--- config.mk ---
export PLATFORM = sky130hd
export DESIGN_NAME = mc_control_fsm_flat
export DESIGN_NICKNAME = d
export VERILOG_FILES = /design/src/rtl/mc_ctrl_if.sv /design/src/rtl/mc_control_fsm.sv /design/src/flat_wrapper.sv
export SDC_FILE = /design/constraint.sdc
export NUM_CORES = 1
export LEC_CHECK = 0
export ABC_AREA = 1
export CAP_MARGIN = 40
export CORE_AREA = 2 2 86 88
export CTS_BUF_LIST = sky130_fd_sc_hd__clkbuf_4
export CTS_CLUSTER_DIAMETER = 50
export DETAILED_ROUTE_END_ITERATION = 6
export DIE_AREA = 0 0 88 90
export DONT_BUFFER_PORTS = 1
export PLACE_DENSITY_LB_ADDON = 0.2
export SYNTH_ARGS = -nofsm -noshare
export SYNTH_HDL_FRONTEND = slang
export SYNTH_SLANG_ARGS = --single-unit
export TNS_END_PERCENT = 10
--- constraint.sdc ---
create_clock -name clk -period 3 [get_ports clk]
set_input_delay 0.9 -clock clk [delete_from_list [all_inputs] [get_ports clk]]
set_output_delay 0.9 -clock clk [all_outputs]
set_load 0.02 [all_outputs]
--- src/rtl/mc_ctrl_if.sv ---
// mc_ctrl_if: control bus between the multi-cycle sequencer and the MIPS datapath
interface mc_ctrl_if #(parameter int CNT_W = 32);
    logic [5:0] opcode, funct;
    logic zero, mem_ready;
    logic pc_write, pc_write_cond, iord, mem_read, mem_write, ir_write;
    logic reg_write, alu_src_a, ext_sel, illegal_instr;
    logic [1:0] reg_dst, mem_to_reg, alu_src_b, pc_source;
    logic [2:0] alu_op;
    logic [3:0] state;
    logic [CNT_W-1:0] instr_count;
    modport master (
        input  opcode, funct, zero, mem_ready,
        output pc_write, pc_write_cond, iord, mem_read, mem_write, ir_write,
        output reg_write, alu_src_a, ext_sel, illegal_instr,
        output reg_dst, mem_to_reg, alu_src_b, pc_source, alu_op, state, instr_count
    );
    modport slave (
        output opcode, funct, zero, mem_ready,
        input  pc_write, pc_write_cond, iord, mem_read, mem_write, ir_write,
        input  reg_write, alu_src_a, ext_sel, illegal_instr,
        input  reg_dst, mem_to_reg, alu_src_b, pc_source, alu_op, state, instr_count
    );
endinterface

--- src/rtl/mc_control_fsm.sv ---
// mc_control_fsm: multi-cycle MIPS sequencer driving datapath selects, strobes and ALU ops
module mc_control_fsm #(parameter int CNT_W = 32) (
    input logic clk,
    input logic rst,
    mc_ctrl_if.master bus
);
    typedef enum logic [3:0] {FETCH, DECODE, MEM_ADDR, MEM_RD, MEM_WB, MEM_WR, R_EXEC, R_WB,
                              BRANCH, JUMP, I_EXEC, I_WB, JR, JAL, TRAP, BAD} state_t;
    state_t st, nxt;
    logic [CNT_W-1:0] cnt;
    logic [2:0] r_op, i_op;
    logic r_ok, is_andi, retire;
    assign r_ok = bus.funct inside {6'h20, 6'h24, 6'h27, 6'h2a};
    assign r_op = bus.funct == 6'h24 ? 3'b000 : bus.funct == 6'h27 ? 3'b100 :
                  bus.funct == 6'h2a ? 3'b111 : 3'b010;
    assign is_andi = bus.opcode == 6'h0c;
    assign i_op = is_andi ? 3'b000 : 3'b010;
    // TRAP and the unreachable encoding never count as retirements
    assign retire = nxt == FETCH && st inside {MEM_WB, MEM_WR, R_WB, BRANCH, JUMP, I_WB, JR, JAL};
    assign bus.state = st;
    assign bus.instr_count = cnt;
    always_ff @(posedge clk or posedge rst) begin
        if (rst) begin
            st <= FETCH;
            cnt <= '0;
        end else begin
            st <= nxt;
            cnt <= cnt + CNT_W'(retire);
        end
    end
    always_comb begin
        nxt = FETCH;
        bus.pc_write = 1'b0;
        bus.pc_write_cond = 1'b0;
        bus.iord = 1'b0;
        bus.mem_read = 1'b0;
        bus.mem_write = 1'b0;
        bus.ir_write = 1'b0;
        bus.reg_write = 1'b0;
        bus.alu_src_a = 1'b0;
        bus.ext_sel = 1'b0;
        bus.illegal_instr = 1'b0;
        bus.reg_dst = 2'b00;
        bus.mem_to_reg = 2'b00;
        bus.alu_src_b = 2'b00;
        bus.pc_source = 2'b00;
        bus.alu_op = 3'b000;
        case (st)
            FETCH: begin
                bus.mem_read = 1'b1;
                bus.alu_src_b = 2'b01;
                bus.alu_op = 3'b010;
                bus.ir_write = bus.mem_ready;
                bus.pc_write = bus.mem_ready;
                nxt = bus.mem_ready ? DECODE : FETCH;
            end
            DECODE: begin
                bus.alu_src_b = 2'b11;
                bus.alu_op = 3'b010;
                case (bus.opcode)
                    6'h00: nxt = r_ok ? R_EXEC : bus.funct == 6'h08 ? JR : TRAP;
                    6'h23, 6'h2b: nxt = MEM_ADDR;
                    6'h04: nxt = BRANCH;
                    6'h02: nxt = JUMP;
                    6'h03: nxt = JAL;
                    6'h08, 6'h0c: nxt = I_EXEC;
                    default: nxt = TRAP;
                endcase
            end
            MEM_ADDR: begin
                bus.alu_src_a = 1'b1;
                bus.alu_src_b = 2'b10;
                bus.alu_op = 3'b010;
                nxt = bus.opcode == 6'h2b ? MEM_WR : MEM_RD;
            end
            MEM_RD: begin
                bus.mem_read = 1'b1;
                bus.iord = 1'b1;
                nxt = bus.mem_ready ? MEM_WB : MEM_RD;
            end
            MEM_WB: begin
                bus.reg_write = 1'b1;
                bus.mem_to_reg = 2'b01;
            end
            MEM_WR: begin
                bus.mem_write = 1'b1;
                bus.iord = 1'b1;
                nxt = bus.mem_ready ? FETCH : MEM_WR;
            end
            R_EXEC: begin
                bus.alu_src_a = 1'b1;
                bus.alu_op = r_op;
                nxt = R_WB;
            end
            R_WB: begin
                bus.reg_write = 1'b1;
                bus.reg_dst = 2'b01;
                bus.alu_op = r_op;
            end
            BRANCH: begin
                bus.alu_src_a = 1'b1;
                bus.alu_op = 3'b110;
                bus.pc_write_cond = 1'b1;
                bus.pc_source = 2'b01;
            end
            JUMP: begin
                bus.pc_write = 1'b1;
                bus.pc_source = 2'b10;
            end
            I_EXEC: begin
                bus.alu_src_a = 1'b1;
                bus.alu_src_b = 2'b10;
                bus.alu_op = i_op;
                bus.ext_sel = is_andi;
                nxt = I_WB;
            end
            I_WB: begin
                bus.reg_write = 1'b1;
                bus.alu_op = i_op;
                bus.ext_sel = is_andi;
            end
            JR: begin
                bus.pc_write = 1'b1;
                bus.pc_source = 2'b11;
            end
            JAL: begin
                bus.reg_write = 1'b1;
                bus.reg_dst = 2'b10;
                bus.mem_to_reg = 2'b10;
                bus.pc_write = 1'b1;
                bus.pc_source = 2'b10;
            end
            TRAP: begin
                bus.illegal_instr = 1'b1;
                nxt = TRAP;
            end
            default: nxt = FETCH;
        endcase
    end
endmodule

--- src/flat_wrapper.sv ---
// flat-port wrapper written by rule: the top's interface ports become plain ports
module mc_control_fsm_flat 
#(parameter int CNT_W = 32)
  (clk, rst, bus_opcode, bus_funct, bus_zero, bus_mem_ready, bus_pc_write, bus_pc_write_cond, bus_iord, bus_mem_read, bus_mem_write, bus_ir_write, bus_reg_write, bus_alu_src_a, bus_ext_sel, bus_illegal_instr, bus_reg_dst, bus_mem_to_reg, bus_alu_src_b, bus_pc_source, bus_alu_op, bus_state, bus_instr_count);
  mc_ctrl_if #(.CNT_W(CNT_W)) bus_i ();
  input logic clk;
  input logic rst;
  input wire logic [$bits(bus_i.opcode)-1:0] bus_opcode;
  input wire logic [$bits(bus_i.funct)-1:0] bus_funct;
  input wire logic [$bits(bus_i.zero)-1:0] bus_zero;
  input wire logic [$bits(bus_i.mem_ready)-1:0] bus_mem_ready;
  output wire logic [$bits(bus_i.pc_write)-1:0] bus_pc_write;
  output wire logic [$bits(bus_i.pc_write_cond)-1:0] bus_pc_write_cond;
  output wire logic [$bits(bus_i.iord)-1:0] bus_iord;
  output wire logic [$bits(bus_i.mem_read)-1:0] bus_mem_read;
  output wire logic [$bits(bus_i.mem_write)-1:0] bus_mem_write;
  output wire logic [$bits(bus_i.ir_write)-1:0] bus_ir_write;
  output wire logic [$bits(bus_i.reg_write)-1:0] bus_reg_write;
  output wire logic [$bits(bus_i.alu_src_a)-1:0] bus_alu_src_a;
  output wire logic [$bits(bus_i.ext_sel)-1:0] bus_ext_sel;
  output wire logic [$bits(bus_i.illegal_instr)-1:0] bus_illegal_instr;
  output wire logic [$bits(bus_i.reg_dst)-1:0] bus_reg_dst;
  output wire logic [$bits(bus_i.mem_to_reg)-1:0] bus_mem_to_reg;
  output wire logic [$bits(bus_i.alu_src_b)-1:0] bus_alu_src_b;
  output wire logic [$bits(bus_i.pc_source)-1:0] bus_pc_source;
  output wire logic [$bits(bus_i.alu_op)-1:0] bus_alu_op;
  output wire logic [$bits(bus_i.state)-1:0] bus_state;
  output wire logic [$bits(bus_i.instr_count)-1:0] bus_instr_count;
  assign bus_i.opcode = bus_opcode;
  assign bus_i.funct = bus_funct;
  assign bus_i.zero = bus_zero;
  assign bus_i.mem_ready = bus_mem_ready;
  assign bus_pc_write = bus_i.pc_write;
  assign bus_pc_write_cond = bus_i.pc_write_cond;
  assign bus_iord = bus_i.iord;
  assign bus_mem_read = bus_i.mem_read;
  assign bus_mem_write = bus_i.mem_write;
  assign bus_ir_write = bus_i.ir_write;
  assign bus_reg_write = bus_i.reg_write;
  assign bus_alu_src_a = bus_i.alu_src_a;
  assign bus_ext_sel = bus_i.ext_sel;
  assign bus_illegal_instr = bus_i.illegal_instr;
  assign bus_reg_dst = bus_i.reg_dst;
  assign bus_mem_to_reg = bus_i.mem_to_reg;
  assign bus_alu_src_b = bus_i.alu_src_b;
  assign bus_pc_source = bus_i.pc_source;
  assign bus_alu_op = bus_i.alu_op;
  assign bus_state = bus_i.state;
  assign bus_instr_count = bus_i.instr_count;
  mc_control_fsm #(.CNT_W(CNT_W)) u_core (.clk(clk), .rst(rst), .bus(bus_i));
endmodule
-- Yosys cells after proc, flatten, opt, wreduce, memory -nomap -nowiden
Cells that the tools add are included.
- output and inout port bits: 57
- register bits after elaboration: 36
- reductions and logical operators: 18
- add/subtract/negate cells: 1
- equal/unequal tests: 26
- muxes and demuxes: 27
- operators with widths (cell ; number):
    6-bit == test (second input constant) ; 6
    32-bit by 1-bit adder with 32-bit output ; 1
    4-bit one-hot mux with 8 select lines ; 1
    4-bit == test (second input constant) ; 7
    4-bit one-hot mux with 6 select lines ; 1
    6-bit by 4-bit == test with 1-bit output (second input constant) ; 3
    3-bit two-way mux ; 6
    4-bit by 3-bit == test with 1-bit output (second input constant) ; 4
    2-bit OR reduction ; 8
    6-bit by 2-bit == test with 1-bit output (second input constant) ; 2
    2-bit one-hot mux with 3 select lines ; 2
    3-bit one-hot mux with 4 select lines ; 1
    1-bit two-way mux ; 10
    4-bit by 2-bit == test with 1-bit output (second input constant) ; 2
    4-bit zero test ; 2
    2-bit one-hot mux with 2 select lines ; 2
    8-bit nonzero test ; 1
    4-bit OR reduction ; 2
    6-bit by 3-bit == test with 1-bit output (second input constant) ; 1
    6-bit zero test ; 1
    3-bit OR reduction ; 2
    4-bit by 1-bit == test with 1-bit output (second input constant) ; 1
    2-bit two-way mux ; 2
    4-bit two-way mux ; 1
    3 further kinds ; 3

-- Longest topological paths before layout
- depth after elaboration: 8
- mapped depth: 16
- gate-level depth less buffers: 16

-- Least setup slack after synthesis
Ideal clock, no wire load.
- path type: input to register
- start point: input port bus_opcode[5]
- end point: register u_core.cnt[10], in the netlist u_core.bus.instr_count[10]
- path buffers: 0
- arrival: 2.525 ns
- stages: 13
- setup slack: 0.343 ns
- library setup time: 0.132 ns
- path through: nor2_1 > nand3_1 > nor2_1 > nor2_1 > nand4_1 > nor2_1 > ha_1 > ha_1 > nand3_1 > inv_1 > nand2_1 > nor2_1 > xor2_1
- longest elaborated chain between the ends: 7
- elaborated cells on any way between the ends: 16
- classes of those cells: add/sub (1); eq/ne (7); mux (3); reduce/logical (5)
- ends and longest elaborated chain (element ; line ; source):
    start, declared ; flat_wrapper.sv:8 ; input wire logic [$bits(bus_i.opcode)-1:0] bus_opcode;
    6-bit by 4-bit == test with 1-bit output / 6-bit == test (equally long branches) ; mc_control_fsm.sv:60 ; case (bus.opcode)
    2-bit OR reduction ; mc_control_fsm.sv:60 ;
    4-bit one-hot mux with 6 select lines (*) ; mc_control_fsm.sv:60 ;
    4-bit one-hot mux with 8 select lines (*) ; mc_control_fsm.sv:48 ; case (st)
    named net u_core.nxt[0] ; mc_control_fsm.sv:9 ; state_t st, nxt;
    4-bit zero test (*) ; mc_control_fsm.sv:19 ; assign retire = nxt == FETCH && st inside {MEM_WB, MEM_WR, R_WB, BRANCH, JUMP, I_WB, JR, JAL};
    1-bit logical AND (*) ; mc_control_fsm.sv:19 ;
    32-bit by 1-bit adder with 32-bit output (*) ; mc_control_fsm.sv:28 ; cnt <= cnt + CNT_W'(retire);
    end signal, assigned ; mc_control_fsm.sv:28 ;
    end, declared ; mc_control_fsm.sv:10 ; logic [CNT_W-1:0] cnt;
The timed path passes the listed nets; every way through them passes the cells marked *.

-- Final worst setup path
- start point: register u_core.st[2], in the netlist u_core.bus.state[2]
- end point: output port bus_alu_op[1]
- longest elaborated chain between the ends: 3
- elaborated cells on any way between the ends: 12
- classes of those cells: eq/ne (7); mux (1); reduce/logical (4)
- ends and longest elaborated chain (element ; line ; source):
    start, declared ; mc_control_fsm.sv:9 ;
    start signal, assigned ; mc_control_fsm.sv:27 ; st <= nxt;
    4-bit by 2-bit == test with 1-bit output (tied with other cells) ; mc_control_fsm.sv:48 ;
    3-bit OR reduction (no line) / 2-bit OR reduction (equally long branches) ; -- ;
    3-bit one-hot mux with 4 select lines (*) ; mc_control_fsm.sv:48 ;
    end, declared ; flat_wrapper.sv:26 ; output wire logic [$bits(bus_i.alu_op)-1:0] bus_alu_op;
Every way passes the cells marked *; elsewhere a longest branch is shown, timed or not.

==> results.sh <==
export IMPL_stdcell_count=475
export IMPL_end_kind="primary output"
export IMPL_synth_top_family_by_area="simple AND/OR/NAND/NOR gates"
export IMPL_synth_edf_count=0
export IMPL_overflow=0
export IMPL_clock_sinks=36
export IMPL_fin_ws_ns=0.209
export IMPL_hold_path_class="in -> async"
export IMPL_fin_tns_setup_ns=0
export IMPL_final_antenna_net_count=0
export IMPL_ys_flop_type="dfrtp_1"
export IMPL_rsz0062_at_grt="false"
export IMPL_drive_gt1_frac=0.0851
export IMPL_path_class="reg -> out"
export IMPL_wl_per_cell_um=12.6
export IMPL_rows=31
export IMPL_yosys_warnings=0
export IMPL_dp_hpwl_um=4940
export IMPL_synth_compound_area_frac=0.0175
export IMPL_die_w_um=88
export IMPL_ir_worst_vdd_mv=0.598
export IMPL_fin_crit_ns=2.79
export IMPL_synth_area_um2=2350
export IMPL_cpLargestDelayFamily="simple AND/OR/NAND/NOR gates"
export IMPL_viasPerCell=4.74
export IMPL_path_clk_slew_ns=0.11
export IMPL_drc=0
export IMPL_fmax_ghz=0.358
export IMPL_clockRootBuffer="clkbuf_4"
export IMPL_track_usage=0.162
export IMPL_leakage_nw=1.27
export IMPL_final_util=0.378
export IMPL_fin_crit_sh=0.930
export IMPL_crit_slowest_cell="dfrtp_1"
export IMPL_cp_num_buf_inv=3
export IMPL_antenna_found_initial=0
export IMPL_gp_congestion=0.901
export IMPL_n_antenna_cell=0
export IMPL_synth_seq_cells=36
export IMPL_muxShareOfSynthArea=0
export IMPL_cts_buffer_depth=2
export IMPL_whs_ns=0.522
export IMPL_post_cts_setup_buffers=0
export IMPL_cts_htree_levels=2
export IMPL_cpPeakStageDelay_ns=0.39
export IMPL_cts_tree="built"
export IMPL_maxCapViolCount=0
export IMPL_design_area_um2=2650
export IMPL_drt_pass1_iter_count=4
export IMPL_dp_slack_ns=0.126
export IMPL_hold_violations=0
export IMPL_finClkSkew_ns=0.00448
export IMPL_power_mw=1.62
export IMPL_async_flop_share=1.00
export IMPL_synthDistinctLibCells=22
export IMPL_dp_cells=467
export IMPL_ys_seq_area_frac=0.383
export IMPL_synthCells=355
export IMPL_cp_max_fo=5
export IMPL_postSynthAreaPerCell_um2=6.63
export IMPL_worst_pin_slew_ns=0.633
export IMPL_cp_depth=6
export IMPL_grt_pass1_wl_um=10100
export IMPL_num_io_pins=73
export IMPL_drtIter0Drc=82
export IMPL_cts_hold_buf=0
export IMPL_power_density_nw_per_um2=610
export IMPL_synth_nets=373
export IMPL_synth_fa_ha_area_frac=0.0106
export IMPL_relSlewSlack=0.574
export IMPL_coreArea_um2=7020
export IMPL_cp_data_required_time_ns=2.10
export IMPL_numCtsBuffers=5
export IMPL_start_util=0.335
export IMPL_start_kind="register"
export IMPL_syn2layout_area_growth_pct=12.7
export IMPL_synthSimpleGateAreaFrac=0.446
export IMPL_crit_chain="buf_4, nor2_1, inv_1, nor2_1, inv_1, nand4_1"
export IMPL_grt_pass1_vias=2123
export IMPL_synth_xor_area_frac=0.0632
export IMPL_placed_cell_area_um2=2580
export IMPL_port_buffers=0
export IMPL_vias=2253
export IMPL_drv_slew=0
export IMPL_finalWirelength_um=6000
export IMPL_grt_max_degree=37
export IMPL_fp_dieArea_um2=7920
export IMPL_setup_viol_count_final=0
export IMPL_final_nets=393
export IMPL_reg2reg_depth=13
export IMPL_insertion_delay_ns=0.35
export IMPL_arrival_ns=1.89
export IMPL_fp_dieH_um=90
export IMPL_outcome="finished clean"
export IMPL_fillers=754
[power breakdown]
group	switching (mW)	internal, mW	total, mW
combinational	0.428	0.164	0.592
clock	0.165	0.170	0.335
sequential	0.145	0.547	0.693
total	0.738	0.882	1.62
[worst paths after layout]
check                      slack (ns)                         end                  startpoint
max reg2reg                      0.39  u_core.bus.instr_count[10]         u_core.bus.state[3]
min in group clk                 0.64  u_core.bus.instr_count[31]  u_core.bus.instr_count[31]
max in group asynchronous        2.14         u_core.bus.state[1]                         rst
min                              0.52  u_core.bus.instr_count[15]                         rst
max                              0.21               bus_alu_op[1]         u_core.bus.state[2]
min reg2reg                      0.64  u_core.bus.instr_count[31]  u_core.bus.instr_count[31]
[final cells by class]
cell class	instances	area [µm²]	share of cell area
Tap cell	99	124	0.0467
Clock inverter	3	37.5	0.0141
Clock buffer	5	37.5	0.0141
Multi-Input combinational cell	270	1270	0.477
Inverter	48	180	0.0679
Sequential cell	36	903	0.340
Timing Repair Buffer	14	105	0.0396
[state kept, by name (all words and copies together) (netlist names)]
register	cells
u_core.bus.instr_count	32
u_core.bus.state	4
[logic make-up after synthesis]
group                    after synthesis
XOR/XNOR                              17
AND/OR/NAND/NOR                      244
AO/OA/AOI/OAI                          7
adder cells (fa/ha/maj)                2
buffers and inverters                 49
flip-flops                            36
[metal layers]
layer,wire length (µm),up-vias,global-route usage
met5,0,-,0
met4,68,0,0.0423
met3,472,6,0.0514
met2,2750,78,0.254
met1,2710,1021,0.216
li1,-,1148,-
[cell usage after synthesis (3+ instances only)]
master	instances	area share
o21ai_0	4	0.0085
nor2_2	3	0.0080
xor2_1	13	0.048
xnor2_1	4	0.015
inv_1	46	0.073
dfrtp_1	36	0.38
nor3_1	16	0.034
nor2_1	68	0.11
nand4_1	7	0.019
nand3_1	22	0.047
nand3b_1	6	0.019
nand2_1	117	0.19
[repair_timing]
action | in CTS | in global routing
endpoints found under the hold margin | 0 | 0
setup endpoints to repair | 0 | 2
gates resized for setup | 0 | 2
[cell usage in the layout (no fill, tap or decap), drive strengths merged, types with 2 or more instances in the layout]
master / instances
nor3: 19
clkinv: 2
nand4: 7
o21ai: 4
clkbuf: 5
nand3: 22
xnor2: 4
dfrtp: 36
ha: 2
buf: 14
nand2: 118
nand3b: 6
xor2: 13
inv: 48
nor2: 72
No activity file was read; power rests on OpenSTA's default activity.
